## config.mk

```make
export PLATFORM = sky130hd
export DESIGN_NAME = sccb_target_flat
export DESIGN_NICKNAME = d
export VERILOG_FILES = /design/src/rtl/sccb_pkg.sv /design/src/rtl/sccb_target_if.sv /design/src/rtl/sccb_line_sync.sv /design/src/rtl/sccb_target.sv /design/src/flat_wrapper.sv
export SDC_FILE = /design/constraint.sdc
export NUM_CORES = 2
export LEC_CHECK = 0
export CAP_MARGIN = 20
export CORE_ASPECT_RATIO = 2
export CORE_UTILIZATION = 40
export CTS_CLUSTER_SIZE = 14
export DETAILED_ROUTE_END_ITERATION = 6
export PLACE_DENSITY = 0.6
export SETUP_SLACK_MARGIN = 0.05
export SLEW_MARGIN = 15
export SYNTH_ARGS = -nofsm -noshare
export SYNTH_HDL_FRONTEND = slang
export SYNTH_SLANG_ARGS = --single-unit
```

## constraint.sdc

```tcl
create_clock -name clk -period 62.5 [get_ports clk]
set_input_delay 6.25 -clock clk [delete_from_list [all_inputs] [get_ports clk]]
set_output_delay 6.25 -clock clk [all_outputs]
set_load 0.005 [all_outputs]
```

## src/rtl/sccb_pkg.sv

```systemverilog
// Shared types and constants for the SCCB target (camera-side config bus model).
// Contents: responder FSM state enum, default write/read ID bytes, byte width.
package sccb_pkg;

  localparam int unsigned SCCB_BYTE_W = 8;

  // ID bytes for the default 7-bit device address 7'h21
  localparam logic [SCCB_BYTE_W-1:0] SCCB_WR_ID = 8'h42;
  localparam logic [SCCB_BYTE_W-1:0] SCCB_RD_ID = 8'h43;

  typedef enum logic [3:0] {
    IDLE,
    DEV_ID,
    ACK_ID,
    SUB_ADDR,
    ACK_SUB,
    DATA_W,
    ACK_DW,
    DATA_R,
    NA_R,
    IGNORE
  } sccb_tgt_state_e;

endpackage

```

## src/rtl/sccb_target_if.sv

```systemverilog
// SCCB target bus bundle: pad-side SCCB lines, committed-write report and debug read port.
//   scl_i, sda_i          : SCCB clock / data as seen on the pads (initiator -> target)
//   sda_oe                : 1 = target pulls SDA low (open drain)
//   wr_strobe/addr/data   : one-clk report of a committed register write
//   dbg_addr / dbg_data   : combinational read port into the register bank
//   busy                  : transfer in progress (START seen, no STOP yet)
// master = initiator / test side, slave = sccb_target.
interface sccb_target_if;

  logic       scl_i;
  logic       sda_i;
  logic       sda_oe;
  logic       wr_strobe;
  logic [7:0] wr_addr;
  logic [7:0] wr_data;
  logic [7:0] dbg_addr;
  logic [7:0] dbg_data;
  logic       busy;

  modport master (
    output scl_i, sda_i, dbg_addr,
    input  sda_oe, wr_strobe, wr_addr, wr_data, dbg_data, busy
  );

  modport slave (
    input  scl_i, sda_i, dbg_addr,
    output sda_oe, wr_strobe, wr_addr, wr_data, dbg_data, busy
  );

endinterface

```

## src/rtl/sccb_line_sync.sv

```systemverilog
// Synchronises the asynchronous SCL/SDA pads into clk and produces 1-clk event pulses.
// Ports: clk, reset (async, active high), scl_i, sda_i (pads);
//        scl_rise, scl_fall, start_det, stop_det (registered pulses), sda_s (synced SDA
//        aligned with the pulses, used as the sampled bit on scl_rise).
// Every event appears 3 clk after the pad edge: 2 sync flops + 1 registered pulse.
module sccb_line_sync (
  input  logic clk,
  input  logic reset,
  input  logic scl_i,
  input  logic sda_i,
  output logic scl_rise,
  output logic scl_fall,
  output logic start_det,
  output logic stop_det,
  output logic sda_s
);

  logic [1:0] scl_ff;
  logic [1:0] sda_ff;
  logic       scl_d;
  logic       sda_d;

  // Idle bus is high on both lines, so all history flops reset to 1
  always_ff @(posedge clk or posedge reset) begin
    if (reset) begin
      scl_ff    <= 2'b11;
      sda_ff    <= 2'b11;
      scl_d     <= 1'b1;
      sda_d     <= 1'b1;
      scl_rise  <= 1'b0;
      scl_fall  <= 1'b0;
      start_det <= 1'b0;
      stop_det  <= 1'b0;
      sda_s     <= 1'b1;
    end else begin
      scl_ff    <= {scl_ff[0], scl_i};
      sda_ff    <= {sda_ff[0], sda_i};
      scl_d     <= scl_ff[1];
      sda_d     <= sda_ff[1];
      scl_rise  <= scl_ff[1] & ~scl_d;
      scl_fall  <= ~scl_ff[1] & scl_d;
      // SDA moving while SCL stays high marks START (falling) or STOP (rising)
      start_det <= scl_ff[1] & scl_d & sda_d & ~sda_ff[1];
      stop_det  <= scl_ff[1] & scl_d & ~sda_d & sda_ff[1];
      sda_s     <= sda_ff[1];
    end
  end

endmodule

```

## src/rtl/sccb_target.sv

```systemverilog
// SCCB responder with a 256x8 register bank (camera model for the OV7670 config bus).
// Decodes 3-phase writes (ID, sub-address, data) and 2-phase write + 2-phase read cycles.
// Ports: clk, reset (async, active high), bus (sccb_target_if.slave): SCCB pads, open-drain
//        sda_oe, committed-write report, combinational debug read port, busy.
// Parameters: DEV_ID (7-bit device address), REG_INIT (reset value of every bank entry).
// Build option: define SCCB_TARGET_ACK_EN to pull SDA low in the ACK slots of a matching
//   ID; otherwise the ACK bit is left as a don't-care and SDA is driven only on reads.
module sccb_target #(
  parameter logic [6:0] DEV_ID   = 7'h21,
  parameter logic [7:0] REG_INIT = 8'h00
) (
  input  logic         clk,
  input  logic         reset,
  sccb_target_if.slave bus
);

  localparam int unsigned BYTE_W = sccb_pkg::SCCB_BYTE_W;
  localparam int unsigned CNT_W  = 3;
  localparam int unsigned DEPTH  = 256;
  localparam logic [BYTE_W-1:0] WR_ID = {DEV_ID, 1'b0};
  localparam logic [BYTE_W-1:0] RD_ID = {DEV_ID, 1'b1};
`ifdef SCCB_TARGET_ACK_EN
  localparam bit ACK_EN = 1'b1;
`else
  localparam bit ACK_EN = 1'b0;
`endif

  sccb_pkg::sccb_tgt_state_e state, state_n;
  logic [CNT_W-1:0]  bit_cnt, bit_cnt_n;
  logic [BYTE_W-1:0] shreg, shreg_n;
  logic [BYTE_W-1:0] ptr, ptr_n;
  logic [BYTE_W-1:0] wr_addr_q, wr_addr_n;
  logic [BYTE_W-1:0] wr_data_q, wr_data_n;
  logic              sda_oe_q, sda_oe_n;
  logic              wr_strobe_q, wr_strobe_n;
  logic              busy_q, busy_n;
  logic              bank_we;
  logic [BYTE_W-1:0] bank [DEPTH];

  logic              scl_rise, scl_fall, start_det, stop_det, sda_s;
  logic [BYTE_W-1:0] byte_in;
  logic [BYTE_W-1:0] rd_byte;
  logic              last_bit;
  logic              id_match;

  sccb_line_sync u_sync (
    .clk       (clk),
    .reset     (reset),
    .scl_i     (bus.scl_i),
    .sda_i     (bus.sda_i),
    .scl_rise  (scl_rise),
    .scl_fall  (scl_fall),
    .start_det (start_det),
    .stop_det  (stop_det),
    .sda_s     (sda_s)
  );

  assign byte_in  = {shreg[BYTE_W-2:0], sda_s};
  assign last_bit = (bit_cnt == CNT_W'(BYTE_W - 1));
  assign id_match = (shreg == WR_ID) || (shreg == RD_ID);
  // Pointer is stable for the whole read phase, so the bank can be indexed directly
  assign rd_byte  = bank[ptr];

  assign bus.sda_oe    = sda_oe_q;
  assign bus.wr_strobe = wr_strobe_q;
  assign bus.wr_addr   = wr_addr_q;
  assign bus.wr_data   = wr_data_q;
  assign bus.busy      = busy_q;
  assign bus.dbg_data  = bank[bus.dbg_addr];

  // State and output registers
  always_ff @(posedge clk or posedge reset) begin
    if (reset) begin
      state       <= sccb_pkg::IDLE;
      bit_cnt     <= '0;
      shreg       <= '0;
      ptr         <= '0;
      wr_addr_q   <= '0;
      wr_data_q   <= '0;
      sda_oe_q    <= 1'b0;
      wr_strobe_q <= 1'b0;
      busy_q      <= 1'b0;
    end else begin
      state       <= state_n;
      bit_cnt     <= bit_cnt_n;
      shreg       <= shreg_n;
      ptr         <= ptr_n;
      wr_addr_q   <= wr_addr_n;
      wr_data_q   <= wr_data_n;
      sda_oe_q    <= sda_oe_n;
      wr_strobe_q <= wr_strobe_n;
      busy_q      <= busy_n;
    end
  end

  // Register bank
  always_ff @(posedge clk or posedge reset) begin
    if (reset) begin
      for (int unsigned i = 0; i < DEPTH; i++) bank[i] <= REG_INIT;
    end else if (bank_we) begin
      bank[ptr] <= byte_in;
    end
  end

  // Next state: bits advance on SCL rise, SDA drive changes only on SCL fall
  always_comb begin
    state_n     = state;
    bit_cnt_n   = bit_cnt;
    shreg_n     = shreg;
    ptr_n       = ptr;
    wr_addr_n   = wr_addr_q;
    wr_data_n   = wr_data_q;
    sda_oe_n    = sda_oe_q;
    wr_strobe_n = 1'b0;
    busy_n      = busy_q;
    bank_we     = 1'b0;

    if (start_det) begin
      // Repeated START is honoured anywhere; any partial byte is dropped
      state_n   = sccb_pkg::DEV_ID;
      bit_cnt_n = '0;
      busy_n    = 1'b1;
    end else if (stop_det) begin
      state_n   = sccb_pkg::IDLE;
      bit_cnt_n = '0;
      busy_n    = 1'b0;
    end else if (scl_rise) begin
      case (state)
        sccb_pkg::DEV_ID: begin
          shreg_n   = byte_in;
          bit_cnt_n = bit_cnt + CNT_W'(1);
          if (last_bit) state_n = sccb_pkg::ACK_ID;
        end
        sccb_pkg::ACK_ID: begin
          bit_cnt_n = '0;
          if (shreg == WR_ID)      state_n = sccb_pkg::SUB_ADDR;
          else if (shreg == RD_ID) state_n = sccb_pkg::DATA_R;
          else                     state_n = sccb_pkg::IGNORE;
        end
        sccb_pkg::SUB_ADDR: begin
          shreg_n   = byte_in;
          bit_cnt_n = bit_cnt + CNT_W'(1);
          if (last_bit) begin
            ptr_n   = byte_in;
            state_n = sccb_pkg::ACK_SUB;
          end
        end
        sccb_pkg::ACK_SUB: begin
          bit_cnt_n = '0;
          state_n   = sccb_pkg::DATA_W;
        end
        sccb_pkg::DATA_W: begin
          shreg_n   = byte_in;
          bit_cnt_n = bit_cnt + CNT_W'(1);
          if (last_bit) begin
            bank_we     = 1'b1;
            wr_strobe_n = 1'b1;
            wr_addr_n   = ptr;
            wr_data_n   = byte_in;
            state_n     = sccb_pkg::ACK_DW;
          end
        end
        sccb_pkg::ACK_DW: state_n = sccb_pkg::IGNORE;
        sccb_pkg::DATA_R: begin
          bit_cnt_n = bit_cnt + CNT_W'(1);
          if (last_bit) state_n = sccb_pkg::NA_R;
        end
        sccb_pkg::NA_R:   state_n = sccb_pkg::IGNORE;
        default:          state_n = state;
      endcase
    end else if (scl_fall) begin
      case (state)
        sccb_pkg::ACK_ID:                  sda_oe_n = ACK_EN && id_match;
        sccb_pkg::ACK_SUB, sccb_pkg::ACK_DW: sda_oe_n = ACK_EN;
        // Open drain: a 0 bit is driven low, a 1 bit is released
        sccb_pkg::DATA_R:                  sda_oe_n = ~rd_byte[CNT_W'(BYTE_W - 1) - bit_cnt];
        default:                           sda_oe_n = 1'b0;
      endcase
    end
  end

endmodule

```

## src/flat_wrapper.sv

```systemverilog
// flat-port wrapper written by rule: the top's interface ports become plain ports
module sccb_target_flat 
#(
  parameter logic [6:0] DEV_ID   = 7'h21,
  parameter logic [7:0] REG_INIT = 8'h00
)
  (clk, reset, bus_scl_i, bus_sda_i, bus_dbg_addr, bus_sda_oe, bus_wr_strobe, bus_wr_addr, bus_wr_data, bus_dbg_data, bus_busy);
  sccb_target_if bus_i ();
  input  logic clk;
  input  logic reset;
  input wire logic [$bits(bus_i.scl_i)-1:0] bus_scl_i;
  input wire logic [$bits(bus_i.sda_i)-1:0] bus_sda_i;
  input wire logic [$bits(bus_i.dbg_addr)-1:0] bus_dbg_addr;
  output wire logic [$bits(bus_i.sda_oe)-1:0] bus_sda_oe;
  output wire logic [$bits(bus_i.wr_strobe)-1:0] bus_wr_strobe;
  output wire logic [$bits(bus_i.wr_addr)-1:0] bus_wr_addr;
  output wire logic [$bits(bus_i.wr_data)-1:0] bus_wr_data;
  output wire logic [$bits(bus_i.dbg_data)-1:0] bus_dbg_data;
  output wire logic [$bits(bus_i.busy)-1:0] bus_busy;
  assign bus_i.scl_i = bus_scl_i;
  assign bus_i.sda_i = bus_sda_i;
  assign bus_i.dbg_addr = bus_dbg_addr;
  assign bus_sda_oe = bus_i.sda_oe;
  assign bus_wr_strobe = bus_i.wr_strobe;
  assign bus_wr_addr = bus_i.wr_addr;
  assign bus_wr_data = bus_i.wr_data;
  assign bus_dbg_data = bus_i.dbg_data;
  assign bus_busy = bus_i.busy;
  sccb_target #(.DEV_ID(DEV_ID), .REG_INIT(REG_INIT)) u_core (.clk(clk), .reset(reset), .bus(bus_i));
endmodule
```

==> metrics.md <==
| Metric | Value |
|---|---|
| Status | `complete, but fails checks` |
| Failing checks | `DRC` |
| CTS hold repair buffers | `0` |
| Die ar. | `between 200000 and 300000 sq um` |
| Cell Chain, Critical Path | `buf_8, buf_4, buf_4, buf_4, mux4_2, mux4_2, mux4_2, mux4_2, clkdlybuf4s50_1` |
| Clock net sink count | `2100` |
| Fmax | `53.90 MHz` |
| Final hold vios | `0` |
| Critical path's largest stage delay | `760 ps` |
| HP Class | `flip-flop to flip-flop` |
| Cell mode on critical path | `mux4_2` |
| Vias | `72770` |
| Routed length per placed instance | `41.32 um` |
| Number of global-route vias before repair | `75140` |
| First-pass GRT wire length | `627.1 mm` |
| Synth warnings | `0` |
| Vias per cell | `6.648` |
| Gr ovfl total | `0` |
| Initial antenna violation count | `38` |
| DP HPWL | `311.5 mm` |
| Tmin final | `~19000 ps` |
| Flops & latches, synth | `2100` |
| Slew @ Worst Pin | `1428 ps` |
| Static Leak | `54.37 nW` |
| Nets | `~7000` |
| Iteration-0 DRC Markers | `7479` |
| Slowest stage cell, crit path | `buf_4` |
| Core ar. | `278400 sq um` |
| Largest net degree at the start of global routing | `194` |
| Peak VDD IR | `between 0.00002 and 0.000025 V` |
| Post-synth EDFFs | `0` |
| Clk_lat worst skew | `930 ps` |
| Power Dens Cells | `roughly 24 nW/um^2` |
| Final Setup Violations | `0` |
| Syn Area/Cell | `15.56 sq um` |
| Global Route Usage Sum | `0.3219` |
| Placed instance area | `~120000 sq um` |
| P&R area growth vs syn | `10.07%` |
| IO Count | `39` |
| Period utilization | `0.2968` |
| Routed WL | `452.3 mm` |
| Gp weighted congestion | `0.9587` |
| Post-CTS setup buffer count | `0` |
| Die X | `376.0 um` |
| Ys flop type | `dfrtp_1` |
| Worst Setup End Kind | `primary output` |
| Initial core utilization | `0.4020` |
| Synth Net Count | `7204` |
| Max-cap violations | `0` |
| Max FO, Critical Path | `73` |
| Worst Path Arrival | `roughly 12000 ps` |
| Startpoint types | `input port` |
| CTS root buffer | `clkbuf_16` |
| RSZ-0062 raised after global routing | `no` |
| Die Height | `roughly 750 um` |
| Num CTS Buffers | `~200` |
| Area of the mapped netlist | `roughly 110000 sq um` |
| DRC Markers | `2` |
| DRT Pass-1 Iters | `7` |
| FFs w/ async S/R, synth | `1.000` |
| PortBufs | `38` |
| Resized Gates After CTS | `0` |
| CTS H-tree lvls | `4` |
| Worst Path Required | `around 56000 ps` |
| CTS tree | `done` |
| Setup TNS | `0 ps` |
| Row count | `274` |
| Final ANT Viol Nets | `0` |
| Layout cells sized above 1 | `0.5388` |
| Worst slew margin | `0.04797` |
| Final design instance area without fill | `123200 sq um` |
| Synth Instances | `~7200` |
| Clk buf depth | `4` |
| Critical path type | `input port to primary output` |
| Seq/Total Area, Yosys | `0.4696` |
| Slew Limit Fails | `0` |
| Netlist cell types | `76` |
| Reg clk slew, reported paths | `60 ps` |
| Layout Skew | `~60 ps` |
-- cells in the final DEF (no fill, tap or decap), types with 22 or more instances in the layout --
| cell | synthesis | routed |
|---|---|---|
| clkbuf_8 | 0 | 58 |
| clkinv_2 | 0 | 26 |
| nand4_1 | 24 | 24 |
| nand3_1 | 73 | 71 |
| clkdlybuf4s50_1 | 0 | 32 |
| nor2_1 | 127 | 115 |
| clkbuf_1 | 373 | 48 |
| mux2i_1 | 213 | 212 |
| mux2_2 | 2075 | 2075 |
| nor2_2 | 49 | 55 |
| diode_2 | 0 | 26 |
| clkbuf_16 | 0 | 197 |
| o21ai_0 | 22 | 22 |
| dfrtp_1 | 2094 | 2080 |
| nand2_1 | 293 | 293 |
| buf_4 | 25 | 220 |
| a21oi_1 | 41 | 41 |
| mux4_2 | 1115 | 1115 |
| a22oi_1 | 131 | 130 |
-- cell families after synthesis --
family | synth area share
compound gates | 0.02143
xor+xnor | 0.00007828
fa+ha+maj | 0.0002236
buf+inv | 0.02593
flops | 0.4696
mux | 0.4522
simple gates | 0.03047
-- report_power, final --
part / switching [mW] / internal [mW] / total, mW
Combinational: 0.236 / 0.0523 / 0.289
Clock: 0.563 / 0.686 / 1.25
Sequential: 0.0447 / 1.36 / 1.41
-- routing by layer --
layer  global-route usage  up-vias  share of wire
li1                     -    27750              -
met1               0.3363    39780           0.32
met2               0.5400     3804           0.50
met3              0.06261     1415          0.067
met4               0.3077       26           0.12
met5                    0        -        0.00037
-- state kept, by name (all words and copies together), names as in the netlist, 2 cells and up --
signal	count
u_core.bank	2048
u_core.bit_cnt	3
u_core.bus.wr_addr	8
u_core.bus.wr_data	8
u_core.ptr	8
u_core.shreg	8
u_core.state	4
u_core.u_sync.scl_ff	2
u_core.u_sync.sda_ff	2
-- area by class of cell --
class	instances	area, sq um
tap	3726	4662
timing repair buffer	297	2728
fill	24910	155200
antenna	26	65.06
sequential	2100	52610
multi-input combinational	4441	56670
inverter	10	43.79
clock buffer	302	5894
clock inverter	45	515.5
-- per-stage QoR --
| stage | hold WS, ps | power (mW) | util | setup WS (ps) | instances |
|---|---|---|---|---|---|
| 6_report | 358.0 | 2.946 | 0.4425 | 43950 | 10950 |
| 2_1_floorplan | 345.2 | 1.599 | - | 27090 | 7190 |
| 3_3_place_gp | 349.2 | 1.707 | 0.4170 | 43990 | 10530 |
| 3_5_place_dp | 347.0 | 1.713 | 0.4178 | 44000 | 10560 |
| 4_1_cts | 359.3 | 2.951 | 0.4409 | 44000 | 10900 |
| 5_1_grt | 359.9 | 3.020 | 0.4423 | 43680 | 10930 |
-- critical path, delay by kind of cell --
| family | cells | cell delay [ps] |
|---|---|---|
| muxes | 4 | 2500 |
| buffers and inverters | 5 | 3240 |
-- cell usage after synthesis (6+ instances only) --
cell	number	area, sq um
dfrtp_1	2094	52400
mux2_2	2075	23370
mux4_2	1115	25110
clkbuf_1	373	1400
nand2_1	293	1100
mux2i_1	213	2132
buf_2	171	855.8
a22oi_1	131	983.4
nor2_1	127	476.7
nand3_1	73	365.4
buf_1	49	183.9
nor2_2	49	306.5
a21oi_1	41	205.2
buf_4	25	187.7
nand4_1	24	150.1
o21ai_0	22	110.1
a32oi_1	21	183.9
buf_6	21	236.5
nor2b_1	17	106.4
a22o_1	15	131.4
a31oi_1	15	93.84
o211ai_1	14	105.1
o22ai_1	14	87.58
and3_1	13	81.33
nand2b_1	12	75.07
a211oi_1	10	75.07
and2_1	10	62.56
nor3_1	10	50.05
inv_1	8	30.03
nand3b_1	8	60.06
nor4_1	8	50.05
o2111ai_1	8	70.07
a221oi_1	7	61.31
or4_1	7	52.55
dfstp_2	6	157.7
nor3b_1	6	45.04
nor4b_1	6	52.55
-- path summary, 6_finish.rpt --
check                                         from                      end  slack (ps)  cells past startpoint
max                                bus_dbg_addr[0]          bus_dbg_data[4]       43950                      9
min reg2reg                u_core.u_sync.scl_ff[0]  u_core.u_sync.scl_ff[1]         360                      0
min in group asynchronous                    reset        u_core.bank[1767]        5860                      2
min                        u_core.u_sync.scl_ff[0]  u_core.u_sync.scl_ff[1]         360                      0
max in group asynchronous                    reset         u_core.bank[372]       50990                      8
max reg2reg                          u_core.ptr[1]        u_core.bus.sda_oe       55320                     12
No activity file was read; power rests on OpenSTA's default activity.
==> RTL edit (same flow settings) <==
The localparam `DEPTH` goes from 256 to 128.
--- a/src/rtl/sccb_target.sv
+++ b/src/rtl/sccb_target.sv
@@ -17,5 +17,5 @@
   localparam int unsigned BYTE_W = sccb_pkg::SCCB_BYTE_W;
   localparam int unsigned CNT_W  = 3;
-  localparam int unsigned DEPTH  = 256;
+  localparam int unsigned DEPTH  = 128;
   localparam logic [BYTE_W-1:0] WR_ID = {DEV_ID, 1'b0};
   localparam logic [BYTE_W-1:0] RD_ID = {DEV_ID, 1'b1};
Function: not settled (the Yosys comparison gave no result); the edit may change what the design does.
==> RTL edit against the unedited design <==
  * The flow still finishes with violations (design-rule violations)
  * Final area fell by 49%
  * Core utilization about the same
  * Global-route usage decreased by 2.5 points
  * Cell count shrank 46%
  * Critical path depth decreased by 1
  * Routed wire length decreased by 53%
  * Sequential cell count fell by 1024
  * Worst setup slack gained 1.3 ns
  * Area after synthesis down 49%
  * Total power is 50% lower
  * Critical endpoint is now bus_dbg_data[7]
==> RTL edit: results (changes against the unedited design) <==
Finish
The number of filler cells placed in the layout is 12960 (-48%). The number of nets at the end of the flow is 3949 (-44%). The number of flip-flops in the largest register came to 1024 (-50%).

The fraction of layout cells with a size suffix above 1 came to 44.75% (-9.1 points).

Logic synthesis
The distinct cell type count after synthesis is 71 (-6.6%). The share of synthesized area occupied by flip-flops and latches is 47.37% (+0.41 points). The synthesized netlist net count is 4069 (-44%). By area the synthesized netlist is led by sky130_fd_sc_hd__dfrtp_1, sky130_fd_sc_hd__mux2_2, sky130_fd_sc_hd__mux4_2, sky130_fd_sc_hd__mux2i_1, sky130_fd_sc_hd__nand2_1. Ranked by instance count, the synthesized netlist is headed by sky130_fd_sc_hd__mux2_2, sky130_fd_sc_hd__dfrtp_1, sky130_fd_sc_hd__mux4_2.

Detailed routing
The DRC violation count after routing is 1 (-1). The number of violations reported at the end of detailed-routing iteration 0 came to 3407 (-54%). The total via count in the routed design was 39220 (-46%).

Placement
The final HPWL from detailed placement came to 136.1 mm (-56%). The routability congestion estimate from global placement came to 0.9130 (-4.8%). The total cell area at the placement stage is 0.05902 sq mm (-49%).

Global routing
The wire length of the first global-routing pass was 303.3 mm (-52%).

Timing
The clock skew after layout is 0.02762 ns (-0.03421 ns). The worst relative slew slack came to 24.10% (+19 points).

Power and ir drop
The worst vdd rail ir drop is 20.67 uV (-3.2%). The cell-internal power was 0.001075 W (-49%). The leakage dissipation was 27.96 nW (-49%).

CTS
The clock insertion delay at the later pin of the skew report is 0.73 ns (-0.20 ns). The count of H-tree levels built during CTS was 3 (-1).

Status
The checks that failed: design-rule violations. The flow ran to the end, but the final reports show violations.

Worst setup path
The reg-to-reg setup timing slack came to 56.87 ns (+1.55 ns). The critical-path maximum fanout is 69 (-5.5%).
[RTL edit: path summary, 6_finish.rpt]
path,startpoint,to,cells after the start
max,bus_dbg_addr[0],bus_dbg_data[7],8
min,u_core.u_sync.sda_ff[0],u_core.u_sync.sda_ff[1],0
max reg2reg,u_core.ptr[2],u_core.bus.sda_oe,12
min reg2reg,u_core.u_sync.sda_ff[0],u_core.u_sync.sda_ff[1],0
min in group asynchronous,reset,u_core.bank[186],2
max in group asynchronous,reset,u_core.bank[771],8
[RTL edit: cell type report]
cell class | instances | area share, %
multi-input cells | 2603 | 45.61
flip-flops and latches | 1076 | 43.22
clock buffers | 145 | 4.747
well taps | 1871 | 3.751
repair buffers | 141 | 1.957
clock inverters | 31 | 0.5834
inverters | 15 | 0.1063
diodes | 4 | 0.01604
[RTL edit: through the flow]
stage | hold WS (ns) | instances | power [W] | worst slack [ns] | util (%)
after floorplan | 0.3452 | 4055 | 0.0008079 | 25.97 | -
after global placement | 0.3479 | 5703 | 0.0008577 | 45.18 | 41.85
after detailed placement | 0.3473 | 5703 | 0.0008586 | 45.18 | 41.85
after CTS | 0.3600 | 5879 | 0.001493 | 45.16 | 44.21
after global routing | 0.3639 | 5883 | 0.001525 | 45.00 | 44.25
final | 0.3585 | 5886 | 0.001481 | 45.23 | 44.25
[RTL edit: power groups by stage]
stage	clock network, W	logic, W	registers [W]
after floorplan	0	0.0000925	0.000715
after global placement	0	0.000105	0.000753
after detailed placement	0	0.000106	0.000753
after CTS	0.000648	0.000106	0.000739
after global routing	0.000672	0.000112	0.000741
final	0.000638	0.000105	0.000739
[RTL edit: worst reg2reg max path, cell delays in order (launching register included)]
cell and delay (ns):
sky130_fd_sc_hd__dfrtp_4 0.78, sky130_fd_sc_hd__buf_4 0.71, sky130_fd_sc_hd__buf_12 0.44, sky130_fd_sc_hd__buf_4 0.72
sky130_fd_sc_hd__nor3_2 0.10, sky130_fd_sc_hd__buf_4 0.28, sky130_fd_sc_hd__a22o_1 0.24, sky130_fd_sc_hd__o31ai_1 0.43
sky130_fd_sc_hd__nand4_1 0.38, sky130_fd_sc_hd__nor4_1 0.81, sky130_fd_sc_hd__a311oi_1 0.21, sky130_fd_sc_hd__a22oi_1 0.21
sky130_fd_sc_hd__a31o_2 0.24
[RTL edit: cell families (layout without fill, tap and decap cells)]
kind of cell	Yosys count	count (layout)	share of synthesized area, %
compound gates	580	580	7.485
xor+xnor	1	1	0.01541
fa+ha+maj	2	2	0.04401
buf+inv	376	332	2.828
flops	1076	1076	47.37
mux	1596	1596	38.92
other cells	0	4	0
simple gates	424	424	3.332
[RTL edit: metal layers]
layer	up-vias	track usage, %	routed length, microns
met5	-	0.3079	131
met2	2024	48.99	103900
met1	20900	33.16	71720
met4	12	23.70	19850
li1	15510	-	-
met3	778	5.967	15940
